===== src/rtl/shift_deserializer.sv =====
// rtl/shift_deserializer.sv - serial-in/parallel-out receiver with valid/ready handshake and sticky overrun
module shift_deserializer #(
  parameter int WIDTH = 8
) (
  input  logic             clk,
  input  logic             rest_n,
  input  logic             serial_in,
  input  logic             shift_en,
  input  logic             shifter,
  input  logic             sync,
  input  logic             data_ready,
  input  logic             clear_ovr,
  output logic [WIDTH-1:0] data_out,
  output logic             data_valid,
  output logic             overrun,
  output logic             busy
);

  localparam int CW = (WIDTH > 2) ? $clog2(WIDTH) : 1;
  localparam logic [CW-1:0] LAST = CW'(WIDTH - 1);

  typedef enum logic {IDLE = 1'b0, RECV = 1'b1} state_t;

  state_t           state_q, state_d;
  logic [CW-1:0]    cnt_q, cnt_d;
  logic [WIDTH-1:0] shift_q, shift_d;
  logic             dir_q, dir_d;
  logic [WIDTH-1:0] data_q, data_d;
  logic             valid_q, valid_d;
  logic             ovr_q, ovr_d;

  logic             eff_dir;
  logic [WIDTH-1:0] shifted;
  logic             complete;

  always_ff @(posedge clk or negedge rest_n) begin
    if (!rest_n) begin
      state_q <= IDLE;
      cnt_q   <= '0;
      shift_q <= '0;
      dir_q   <= 1'b0;
      data_q  <= '0;
      valid_q <= 1'b0;
      ovr_q   <= 1'b0;
    end else begin
      state_q <= state_d;
      cnt_q   <= cnt_d;
      shift_q <= shift_d;
      dir_q   <= dir_d;
      data_q  <= data_d;
      valid_q <= valid_d;
      ovr_q   <= ovr_d;
    end
  end

  // The first bit of a word already follows the freshly sampled direction.
  always_comb begin
    eff_dir = (state_q == IDLE) ? shifter : dir_q;
    shifted = eff_dir ? {serial_in, shift_q[WIDTH-1:1]}
                      : {shift_q[WIDTH-2:0], serial_in};
  end

  always_comb begin
    state_d  = state_q;
    cnt_d    = cnt_q;
    shift_d  = shift_q;
    dir_d    = dir_q;
    data_d   = data_q;
    valid_d  = valid_q;
    ovr_d    = ovr_q;
    complete = 1'b0;

    if (sync) begin
      state_d = IDLE;
      cnt_d   = '0;
      shift_d = '0;
    end else if (shift_en) begin
      shift_d = shifted;
      dir_d   = eff_dir;
      case (state_q)
        IDLE: begin
          cnt_d   = CW'(1);
          state_d = RECV;
        end
        RECV: begin
          if (cnt_q == LAST) begin
            complete = 1'b1;
            cnt_d    = '0;
            state_d  = IDLE;
          end else begin
            cnt_d = cnt_q + CW'(1);
          end
        end
        default: state_d = IDLE;
      endcase
    end

    // A word overwritten while still unread is an overrun; it beats clear_ovr.
    if (complete) begin
      data_d  = shifted;
      valid_d = 1'b1;
      if (valid_q && !data_ready) ovr_d = 1'b1;
      else if (clear_ovr)         ovr_d = 1'b0;
    end else begin
      if (valid_q && data_ready) valid_d = 1'b0;
      if (clear_ovr)             ovr_d   = 1'b0;
    end
  end

  assign data_out   = data_q;
  assign data_valid = valid_q;
  assign overrun    = ovr_q;
  assign busy       = (state_q == RECV);

endmodule


===== config.mk =====
export PLATFORM = sky130hd
export DESIGN_NAME = shift_deserializer
export DESIGN_NICKNAME = d
export VERILOG_FILES = /design/src/rtl/shift_deserializer.sv
export SDC_FILE = /design/constraint.sdc
export NUM_CORES = 1
export LEC_CHECK = 0
export ABC_AREA = 1
export CAP_MARGIN = 5
export CORE_MARGIN = 2
export CORE_UTILIZATION = 45
export CTS_BUF_LIST = sky130_fd_sc_hd__clkbuf_4
export DETAILED_ROUTE_END_ITERATION = 7
export PLACE_DENSITY = 0.81
export SLEW_MARGIN = 30
export SYNTH_ARGS = -nofsm -noshare
export SYNTH_HDL_FRONTEND = slang
export SYNTH_SLANG_ARGS = --single-unit

===== constraint.sdc =====
create_clock -name clk -period 2.4 [get_ports clk]
set_input_delay 0.48 -clock clk [delete_from_list [all_inputs] [get_ports clk]]
set_output_delay 0.48 -clock clk [all_outputs]
set_load 0.01 [all_outputs]

==> summary.md <==
| Metric | Value |
|---|---|
| FMAX | `496 MHz` |
| Seq cells post-synth | `23` |
| Clk_lat worst skew | `330 ps` |
| Cells after Synth | `135` |
| Antenna violations before repair | `0` |
| Clock slew at reported path FFs | `130 ps` |
| Final GP Congestion | `0.960` |
| R2R Setup Slk | `1070 ps` |
| Netlist cell types | `15` |
| Syn_nets | `145` |
| Vias per cell | `5.24` |
| Slowest cell on crit path | `clkdlybuf4s50_1` |
| GRT Util Overall | `0.182` |
| Dpl hpwl | `1670 um` |
| HP Class | `in -> async` |
| Synth top area share | `0.515` |
| Post-synth top cells | `nand2_1, nand3_1, dfrtp_1, inv_1, nand2_2` |
| Final Critical Period | `2020 ps` |
| Share of cells above drive strength 1 | `0.0968` |
| EDFF count, synth | `0` |
| RSZ-0062 raised after global routing | `no` |
| Post-route ant nets | `0` |
| Starting Density | `0.464` |
| DRC | `0` |
| PortBufs | `18` |
| P&R area growth vs syn | `20.5%` |
| Avg Cell Area, Syn | `8.29 um2` |
| 1st-pass router iterations | `4` |
| Hold-fix buffers, CTS | `0` |
| Sequential element share of the synthesized area | `0.515` |
| WP data required | `1920 ps` |
| Worst VDD drop | `0.000294 V` |
| Largest net degree at the start of global routing | `24` |
| Worst setup EP type | `primary output` |
| TritonCTS Sinks | `23` |
| Post-CTS resize count | `0` |
| Worst-case clock skew | `4.12 ps` |
| Critical Path AT | `1540 ps` |
| # nets final | `166` |
| Largest delay share family, worst path | `buffers and inverters` |
| First-pass GRT wire length | `3730 um` |
| Slew HR | `0.556` |
| Worst-margin pin slew | `663 ps` |
| Vias in the first global route | `884` |
| Critical Path, Cell by Cell | `clkdlybuf4s50_1` |
| Most common cell in the synthesized netlist | `nand2_1` |
| Post-DR wirelength/cell | `12.0 um` |
| Post-CTS setup buffer count | `0` |
| Final Hold Fails | `0` |
| Setup violators final | `0` |
| Synthesized area | `1120 um2` |
| Crit path launch type | `register` |
| DIE WIDTH | `53.9 um` |
| Root buf cell | `clkbuf_4` |
| Area contributors post-synth | `dfrtp_1, nand3_1, nand2_1` |
| CP max FO | `9` |
| Setup CP Type | `reg -> out` |
| Main flop type after synthesis | `dfrtp_1` |
| TritonCTS Buffers | `3` |
| N_diodes | `0` |
| Crit share post-route | `0.841` |
| Longest Clk Path Bufs | `2` |
| Die area | `2900 um2` |
| Yosys warns | `0` |
| H-tree lvl count | `1` |
| Routed WL | `2230 um` |
| Synth area leader | `dfrtp_1` |
| Pre-CTS WS | `611 ps` |
| IO Count | `19` |
| GR Overflow Total | `0` |
| Row count | `18` |
| Crit-path max cell delay | `610 ps` |
| PnR worst setup slack | `383 ps` |
| CTS tree | `done` |
| P_leak | `0.732 nW` |
| Pwr dens | `559 nW/um2` |
| Vias | `969` |
| First DRT Iteration DRCs | `34` |
| Finished Core Util | `0.559` |
| WP buf/inv | `1` |
| Max Cap Viol | `0` |
| Status | `complete, no violations` |
| Async set-reset flop share out of synthesis | `1.00` |
| Setup TNS | `0 ps` |
| Slew Limit Fails | `0` |
| Core footprint | `2410 um2` |
| Die height | `53.9 um` |
-- registers in the layout, summed over array words and instances (netlist names) --
| signal | flops |
|---|---|
| overrun | 1 |
| data_out | 8 |
| data_valid | 1 |
| shift_q | 8 |
| cnt_q | 3 |
| dir_q | 1 |
| busy | 1 |
-- cell families after synthesis --
kind of cell | synth area share
AND/OR/NAND/NOR | 0.359
adder cells (fa/ha/maj) | 0.0224
AO/OA/AOI/OAI | 0.0235
buffers and inverters | 0.0805
flip-flops | 0.515
-- cell type report --
cell class	count	area, um2
fillers	217	1060
flip-flops and latches	23	576
multi-input cells	92	453
repair buffers	19	188
inverters	17	63.8
well taps	30	37.5
clock buffers	4	30.0
-- metrics by stage --
step	power (mW)	hold slack, ps	instance area, um2	cells
2_1_floorplan	0.509	184	1120	135
3_3_place_gp	0.552	462	1320	181
3_5_place_dp	0.559	465	1320	181
4_1_cts	0.754	494	1350	185
5_1_grt	0.784	515	1350	185
6_report	0.753	483	1350	185
-- worst paths after layout --
kind	start	depth (start not counted)	to
worst max-delay path	busy	1	busy
worst min-delay path	rest_n	2	data_out[2]
worst max register to register	cnt_q[0]	6	overrun
worst min register to register	data_out[7]	2	data_out[7]
max in group asynchronous	rest_n	2	shift_q[3]
min in group clk	data_out[7]	2	data_out[7]
-- layout by cell type (no fill, tap or decap) --
master / synthesis / routed
inv_1: 15 / 15
dfrtp_1: 23 / 23
o21ai_0: 3 / 3
o22ai_1: 1 / 1
nand2_1: 42 / 42
buf_4: 2 / 1
clkdlybuf4s50_1: 0 / 18
ha_1: 2 / 2
nor2_4: 1 / 1
clkbuf_4: 0 / 4
nand2_4: 3 / 3
nor2_1: 1 / 1
o21ai_1: 1 / 1
nand3_1: 34 / 34
nand2_2: 4 / 4
inv_2: 2 / 2
-- metal layers --
| layer | GRT usage | part of all wire | vias up |
|---|---|---|---|
| met5 | 0 | 0 | - |
| met4 | 0.111 | 0.044 | 0 |
| met3 | 0.0250 | 0.056 | 11 |
| li1 | - | - | 470 |
| met1 | 0.233 | 0.44 | 451 |
| met2 | 0.289 | 0.47 | 37 |
-- power by group --
group / internal (mW) / switching [mW] / leakage (nW) / total [mW]
logic: 0.0521 / 0.0747 / 0.408 / 0.127
clock network: 0.0767 / 0.125 / 0.0184 / 0.202
registers: 0.409 / 0.0157 / 0.305 / 0.425
Note: power is estimated with default switching activity, not from simulation.
